## src/rtl/proximity_alert.sv

```systemverilog
// proximity_alert: samples an echo distance at a fixed rate, smooths it over a
// 4-sample window and classifies it into CLEAR / WARN / CRIT with hysteresis
// and de-escalation confirmation. It drives the alert level and the buzzer.
// Optional feature macro: CLOSING_RATE_EN (fast-approach detection).
module proximity_alert #(
   parameter int unsigned SAMPLE_TICKS = 50000,
   parameter int unsigned WARN_DIST    = 100,
   parameter int unsigned CRIT_DIST    = 30,
   parameter int unsigned HYST         = 10,
   parameter int unsigned CONFIRM      = 3,
   parameter int unsigned BEEP_HALF    = 12500000,
   parameter int unsigned RATE_THRESH  = 20
) (
   input  logic       clk,
   input  logic       rst,
   input  logic [8:0] distance,
   output logic [1:0] alert_level,
   output logic       buzzer,
   output logic [8:0] avg_distance,
   output logic       sample_strobe,
   output logic       closing
);

   localparam int unsigned TW = $clog2(SAMPLE_TICKS);
   localparam int unsigned BW = $clog2(BEEP_HALF + 1);
   localparam int unsigned CW = $clog2(CONFIRM + 1);

   localparam logic [1:0] ST_CLEAR = 2'd0;
   localparam logic [1:0] ST_WARN  = 2'd1;
   localparam logic [1:0] ST_CRIT  = 2'd2;

   logic [TW-1:0] r_tick;
   logic [8:0]    r_win [4];
   logic          r_strobe;
   logic [8:0]    r_avg;
   logic          r_closing;
   logic [1:0]    r_state;
   logic [CW-1:0] r_conf;
   logic [BW-1:0] r_beep_cnt;
   logic          r_beep_ph;

   logic          w_wrap;
   logic [10:0]   w_sum;
   logic [8:0]    w_avg;
   logic [31:0]   w_avg_ext;
   logic [1:0]    w_cand;
   logic [1:0]    w_cand_adj;
   logic          w_closing;
   logic          w_qual;
   logic [1:0]    w_target;
   logic [1:0]    w_state_d;
   logic [CW-1:0] w_conf_d;

   assign w_wrap    = (r_tick == TW'(SAMPLE_TICKS - 1));
   assign w_sum     = {2'b00, r_win[0]} + {2'b00, r_win[1]} + {2'b00, r_win[2]} + {2'b00, r_win[3]};
   assign w_avg     = w_sum[10:2];
   assign w_avg_ext = {23'd0, w_avg};

   // Sample-period tick counter, wraps every SAMPLE_TICKS cycles
   always_ff @(posedge clk or posedge rst) begin
      if (rst) begin
         r_tick <= '0;
      end else if (w_wrap) begin
         r_tick <= '0;
      end else begin
         r_tick <= r_tick + 1'b1;
      end
   end

   // Shift the current distance into the window on the wrap edge
   always_ff @(posedge clk or posedge rst) begin
      if (rst) begin
         for (int i = 0; i < 4; i++) r_win[i] <= 9'd511;
         r_strobe <= 1'b0;
      end else begin
         r_strobe <= w_wrap;
         if (w_wrap) begin
            r_win[0] <= distance;
            for (int i = 1; i < 4; i++) r_win[i] <= r_win[i-1];
         end
      end
   end

   // Zone candidate from the freshly shifted window
   always_comb begin
      w_cand = ST_CLEAR;
      if (w_avg_ext < CRIT_DIST) begin
         w_cand = ST_CRIT;
      end else if (w_avg_ext < WARN_DIST) begin
         w_cand = ST_WARN;
      end
   end

`ifdef CLOSING_RATE_EN
   // r_avg still holds the previous sample's average when this is evaluated
   assign w_closing  = (r_avg > w_avg) && ({23'd0, r_avg - w_avg} > RATE_THRESH);
   assign w_cand_adj = (w_closing && (w_cand != ST_CRIT)) ? (w_cand + 2'd1) : w_cand;
`else
   logic w_unused_rate;
   assign w_unused_rate = |RATE_THRESH;
   assign w_closing     = 1'b0;
   assign w_cand_adj    = w_cand;
`endif

   // Escalate at once; de-escalate only after CONFIRM consecutive qualifying samples
   always_comb begin
      w_state_d = r_state;
      w_conf_d  = r_conf;
      w_qual    = 1'b0;
      w_target  = r_state;
      if (r_strobe) begin
         if (w_cand_adj > r_state) begin
            w_state_d = w_cand_adj;
            w_conf_d  = '0;
         end else begin
            case (r_state)
               ST_CRIT: begin
                  if (w_avg_ext >= CRIT_DIST + HYST) begin
                     w_qual   = 1'b1;
                     w_target = (w_avg_ext >= WARN_DIST + HYST) ? ST_CLEAR : ST_WARN;
                  end
               end
               ST_WARN: begin
                  if (w_avg_ext >= WARN_DIST + HYST) begin
                     w_qual   = 1'b1;
                     w_target = ST_CLEAR;
                  end
               end
               default: ;
            endcase
            if (w_closing) w_qual = 1'b0;
            if (w_qual) begin
               if ({{(32-CW){1'b0}}, r_conf} + 32'd1 >= CONFIRM) begin
                  w_state_d = w_target;
                  w_conf_d  = '0;
               end else begin
                  w_conf_d = r_conf + 1'b1;
               end
            end else begin
               w_conf_d = '0;
            end
         end
      end
   end

   // Classification state, average and closing flag update one cycle after sampling
   always_ff @(posedge clk or posedge rst) begin
      if (rst) begin
         r_state   <= ST_CLEAR;
         r_conf    <= '0;
         r_avg     <= 9'd511;
         r_closing <= 1'b0;
      end else begin
         r_state <= w_state_d;
         r_conf  <= w_conf_d;
         if (r_strobe) begin
            r_avg     <= w_avg;
            r_closing <= w_closing;
         end
      end
   end

   // WARN beep generator; restarts high on every entry into WARN
   always_ff @(posedge clk or posedge rst) begin
      if (rst) begin
         r_beep_cnt <= '0;
         r_beep_ph  <= 1'b0;
      end else if (w_state_d == ST_WARN) begin
         if (r_state != ST_WARN) begin
            r_beep_cnt <= '0;
            r_beep_ph  <= 1'b1;
         end else if (r_beep_cnt == BW'(BEEP_HALF - 1)) begin
            r_beep_cnt <= '0;
            r_beep_ph  <= ~r_beep_ph;
         end else begin
            r_beep_cnt <= r_beep_cnt + 1'b1;
         end
      end else begin
         r_beep_cnt <= '0;
         r_beep_ph  <= 1'b0;
      end
   end

   assign alert_level   = r_state;
   assign buzzer        = (r_state == ST_CRIT) | ((r_state == ST_WARN) & r_beep_ph);
   assign avg_distance  = r_avg;
   assign sample_strobe = r_strobe;
   assign closing       = r_closing;

endmodule

```

## config.mk

```make
export PLATFORM = sky130hd
export DESIGN_NAME = proximity_alert
export DESIGN_NICKNAME = d
export VERILOG_FILES = /design/src/rtl/proximity_alert.sv
export SDC_FILE = /design/constraint.sdc
export NUM_CORES = 1
export LEC_CHECK = 0
export ABC_CLOCK_PERIOD_IN_PS = 15300
export CORE_ASPECT_RATIO = 2
export CORE_UTILIZATION = 30
export CTS_CLUSTER_DIAMETER = 30
export DETAILED_ROUTE_END_ITERATION = 10
export DONT_BUFFER_PORTS = 1
export GPL_ROUTABILITY_DRIVEN = 0
export SETUP_SLACK_MARGIN = 0.3
export SLEW_MARGIN = 10
export SYNTH_ARGS = -nofsm -noshare
export SYNTH_HDL_FRONTEND = slang
export SYNTH_SLANG_ARGS = --single-unit
```

## constraint.sdc

```tcl
create_clock -name clk -period 15.3 [get_ports clk]
set_input_delay 3.06 -clock clk [delete_from_list [all_inputs] [get_ports clk]]
set_output_delay 3.06 -clock clk [all_outputs]
set_load 0.05 [all_outputs]
```

# Word level (Yosys, flattened, before mapping)
# Cells that the tools add are included.
# op_classes
bitwise_logic	3
multipliers	0
n_shift	0
n_mux	25
n_eq_ne	7
reduce_logical	0
div	0
magnitude_cmp	6
add_sub_neg	7
# ops
cell	n
$mux 24	3
$add 24x1->24 const B	1
$eq 24x24->1 const B	1
$mux 2	10
$add 16x1->16 const B	1
$eq 16x16->1 const B	1
$mux 16	1
$add 10x9->11	1
$add 11x9->11	1
$add 9x9->10	1
$ge 9x6->1 const B	1
$ge 9x7->1 const B	1
$lt 9x5->1 const B	1
$lt 9x7->1 const B	1
$mux 1	9
$eq 2x1->1 const B	2
$pmux 2 s2	1
$add 2x1->3 const B	1
$ge 3x2->1 const B	1
$ne 3x1->1 const B	1
$add 2x1->2 const B	1
$eq 2x2->1 const B	1
$gt 2x2->1	1
$ne 2x1->1 const B	1
4 further kinds	4
# totals
ram_bits	0
rom_bits	0
wordCells	59
input_bits	11
memories	0
latchBits	0
ff_bits	91

# Depth between registers and ports, before layout
# logic_depth
depth_word	14
depth_mapped	21
depth_no_buf	20

# Worst setup path before layout
# No wires, ideal clock.
# synth_timing
path_type	reg-to-reg
from	register r_win[1] (netlist bit)
to	register r_beep_cnt[13]
path_stages_with_launch	22
setup_time_ps	119
arrival_time_ps	4764
path_buffers	1
setup_slack_ps	10417
required_ps	15181
cell_sequence	dfstp_2 > inv_1 > fa_1 > inv_1 > fa_1 > nand3b_1 > fa_1 > nand2b_1 > a21oi_1 > xor2_1 > a32o_2 > or2_0 > nor2_1 > ha_1 > nor2b_1 > o21ai_0 > nand2_1 > nor4_1 > a311oi_4 > nand4_4 > buf_6 > nor2_2
# synth_between
elab_chain_cells	11
elab_cells_between_ends	23
# synth_lines
item	line_no	source
start: declaration	33	logic [8:0] r_win [4];
$add 11x9->11 (*)	55	assign w_sum = {2'b00, r_win[0]} + {2'b00, r_win[1]} + {2'b00, r_win[2]} + {2'b00, r_win[3]};
$ge 9x7->1 or $ge 9x6->1 (tied branches)	120, 124, 118	
$mux 1, on equally long branches	120, 118, 124	
$mux 2 or $pmux 1 s2 (tied branches)	118, 116	
$pmux 2 s2 or $mux 1 (tied branches)	116, 112	
$mux 2 or $mux 1 (tied branches)	133, 111	
$mux 2	132	if (w_qual) begin
$mux 2 (*)	112	if (w_cand_adj > r_state) begin
$mux 2 (*)	111	if (r_strobe) begin
$eq 2x1->1 (*)	168	end else if (w_state_d == ST_WARN) begin
$mux 24 (*)	168	
end signal: assignment	176	r_beep_cnt <= r_beep_cnt + 1'b1;
end: declaration	39	logic [BW-1:0] r_beep_cnt;
# Every way passes the cells marked *; elsewhere a longest branch is shown, timed or not. The select of a mux whose other input is x is not followed.
# A chain may end at the register's enable or synchronous reset.

# Worst setup path in the final report
# layout_timing
from	register r_win[1] (netlist bit)
to	register r_beep_cnt[12]
# Same word-level chain as after synthesis.

==> flow_summary.toml <==
[routing]
wl_met2_mm = 6.116
vias = 3552
routed_wl_mm = 10.53
drc = 0
detail-route-antenna-nets = 0
drt_iter0_drc = 77
wl_met3_um = 341
wl_met1_mm = 3.915
first_pass_iters = 5
highest_layer = "met4"
via_per_inst = 4.839
drt-wirelength-per-cell_um = 14.35

[clocking]
h-tree-depth = 3
cts_setup_buffers = 0
cts-buffers-inserted = 9
cts_sinks = 91
clk_latency_ns = 0.35
cts_tree = "done"
path_clk_slew_ns = 0.07
root_buffer = "clkbuf_16"
cts-resized-gates = 0
cts_hold_buf = 0
clk_path_buf_depth = 2

[global_routing]
grt_pass1_vias = 3704
grt_overflow = 0
antenna_found_initial = 0
grt_use_total_pct = 12.71
grt_pass1_wl_mm = 17.51
grt_max_degree = 68

[timing]
drv_slew = 0
slew-limit-headroom_pct = 34.73
hold_viol = 0
rsz0062_at_grt = "false"
final.min_clock_period_ns = 5.493
worst_pin_slew_ns = 0.9791
setup_tns_ns = 0
setup_violations = 0
min_period_over_period_pct = 35.90
skew_ns = 0.01390
max_clock_freq_ghz = 0.1820

[synthesis]
synth_ff_type = "dfrtp_1"
avgSynthCellArea_um2 = 9.819
synth_seq_cells = 91
ys_seq_area_share_pct = 45.27
synth_top_area_share_pct = 22.94
synth_enable_flop_cells = 0
synth_largest_area_cell = "dfstp_2"
synth_area_mm2 = 0.005155
yosysWarningCount = 0
async_reset_ff_share_pct = 100.0
netlist_top_cells_area = "dfstp_2 23%, dfrtp_1 22%, fa_1 7.0%"
synth_fp_nets = 568
synth.distinct_cells = 64
syn_inst = 525

[power]
intPower_mw = 0.3744
pwr-share-clk_pct = 48.3
power.density_mw_per_mm2 = 84.36
p_switching_mw = 0.1021
p_total_mw = 0.4766
p_seq_share_pct = 50.6
share_comb_of_total_power_pct = 1.1
p_sw_share_pct = 21.43
p_leak_nw = 2.461
vdd_drop_max_mv = 0.04547

[layout]
nNetsFinal = 565
syn_to_final_growth_pct = 9.587
drive_gt1_share_pct = 18.60
diodes = 0

[min_path]
hold_path_class = "register to register"

[placed_design]
portBuffers = 0
dp_hpwl_mm = 7.979

[worst_setup_path]
r2r_slack_ns = 9.81
crit_type = "register to register"
critPathLaunchType = "register"
crit_required_ns = 15.57
arrival_ns = 5.76
crit_fanout = 15
worst_setup_path_end_kind = "register"

[floorplan]
fp.dieW_um = 94.69
ios = 25
die_area_mm2 = 0.01774
initial_utilization_pct = 30.75
rows = 67
core-area_mm2 = 0.01677
fp.dieH_um = 187.4

[job]
maxCapViolCount = 0

[status]
status = "complete, no violations"
## registers in the layout (all words and copies together) (netlist names)
name / cells
r_beep_ph: 1
r_conf: 2
r_beep_cnt: 24
r_tick: 16
avg_distance: 9
sample_strobe: 1
alert_level: 2
r_win: 36
## worst paths after layout
check | depth (start not counted) | startpoint | endpoint
setup / recovery | 19 | r_win[1] | r_beep_cnt[12]
hold reg to reg | 2 | r_win[16] | r_win[7]
setup reg to reg | 19 | r_win[1] | r_beep_cnt[12]
max in group asynchronous | 2 | rst | r_tick[8]
min in group asynchronous | 1 | rst | sample_strobe
hold / removal | 2 | r_win[16] | r_win[7]
## critical path, stage by stage, from the launching register on
cell and delay, ns:
dfstp_2 0.51, inv_1 0.06, fa_1 0.54, inv_1 0.05
fa_1 0.50, nand3b_1 0.23, fa_1 0.48, nand2b_1 0.20
a21oi_1 0.34, o21ai_0 0.26, a22oi_2 0.30, nor2_1 0.09
ha_1 0.29, nor2b_1 0.15, o21ai_0 0.18, nand2_1 0.14
a31oi_1 0.05, o21ai_0 0.43, nand4_4 0.39, nor2_2 0.20
## synthesized netlist by cell type, drive strengths merged, types with 12 or more instances
library cell / instances
nand4: 12
xor2: 28
ha: 14
nand2: 87
nand3: 21
dfstp: 45
xnor2: 12
dfrtp: 46
fa: 18
inv: 52
nor2: 53
o21ai: 28
## layout make-up
cell class	instances	area, µm²
Fill cell	1699	11120
Multi-Input combinational cell	366	2534
Sequential cell	91	2333
Tap cell	207	259.0
Clock buffer	10	239.0
Inverter	52	196.4
Clock inverter	6	72.57
Timing Repair Buffer	2	15.01
## per-layer routing
metal	GRT usage (%)	up-vias
met3	3.252	12
met5	0	-
met4	4.487	0
met2	24.49	49
li1	-	1722
met1	12.49	1769
## cell usage in the layout (no fill, tap or decap), types with 2 or more instances in the layout
cell type   n
nor2_2     10
and3_1      9
o2111a_1    2
clkbuf_16   9
a31oi_1     2
mux2i_1     2
dfrtp_1    46
nand2_1    87
nor2_1     43
dfstp_2    45
nand3_1    21
xnor2_1    12
xor2_1     28
nor3_1      7
a21o_1      5
or3_1       3
nand2b_1    5
o21a_1      3
nor2b_1     2
o21ai_0    27
a21oi_1     9
inv_1      50
ha_1       14
o211ai_1    2
fa_1       18
clkinv_4    2
nor4_1      4
o22ai_1     3
clkinv_2    2
mux2_2      7
nand4_2     2
nand4_1     9
and2_1      2
buf_4       2
## stage by stage
stage          worst slack, ns  std cells  cell area, µm²  hold slack (ns)  utilization [%]
3_3_place_gp             10.03        718            5338           0.4580            31.84
4_1_cts                  9.781        734            5649           0.4780            33.69
6_report                 9.807        734            5649           0.4733            33.69
2_1_floorplan            9.951        525            5155           0.4465                -
3_5_place_dp             9.779        718            5338           0.4663            31.84
5_1_grt                  9.336        734            5649           0.4945            33.69
## power by group through the flow
stage / logic (mW) / registers (mW) / clock network, mW
2_1_floorplan: 0.00415 / 0.245 / 0
3_3_place_gp: 0.00551 / 0.245 / 0
3_5_place_dp: 0.00575 / 0.245 / 0
4_1_cts: 0.00575 / 0.241 / 0.237
5_1_grt: 0.00636 / 0.241 / 0.247
6_report: 0.00528 / 0.241 / 0.230
## cell families after synthesis
kind of cell    after synthesis  share of synthesized area, %
compound gates               70                         10.05
xor+xnor                     40                         6.796
fa+ha+maj                    32                         10.39
buf+inv                      68                         5.583
flops                        91                         45.27
mux                           9                         1.918
other cells                   1                       0.07275
simple gates                214                         19.93
Power figures use the tool's default switching activity.
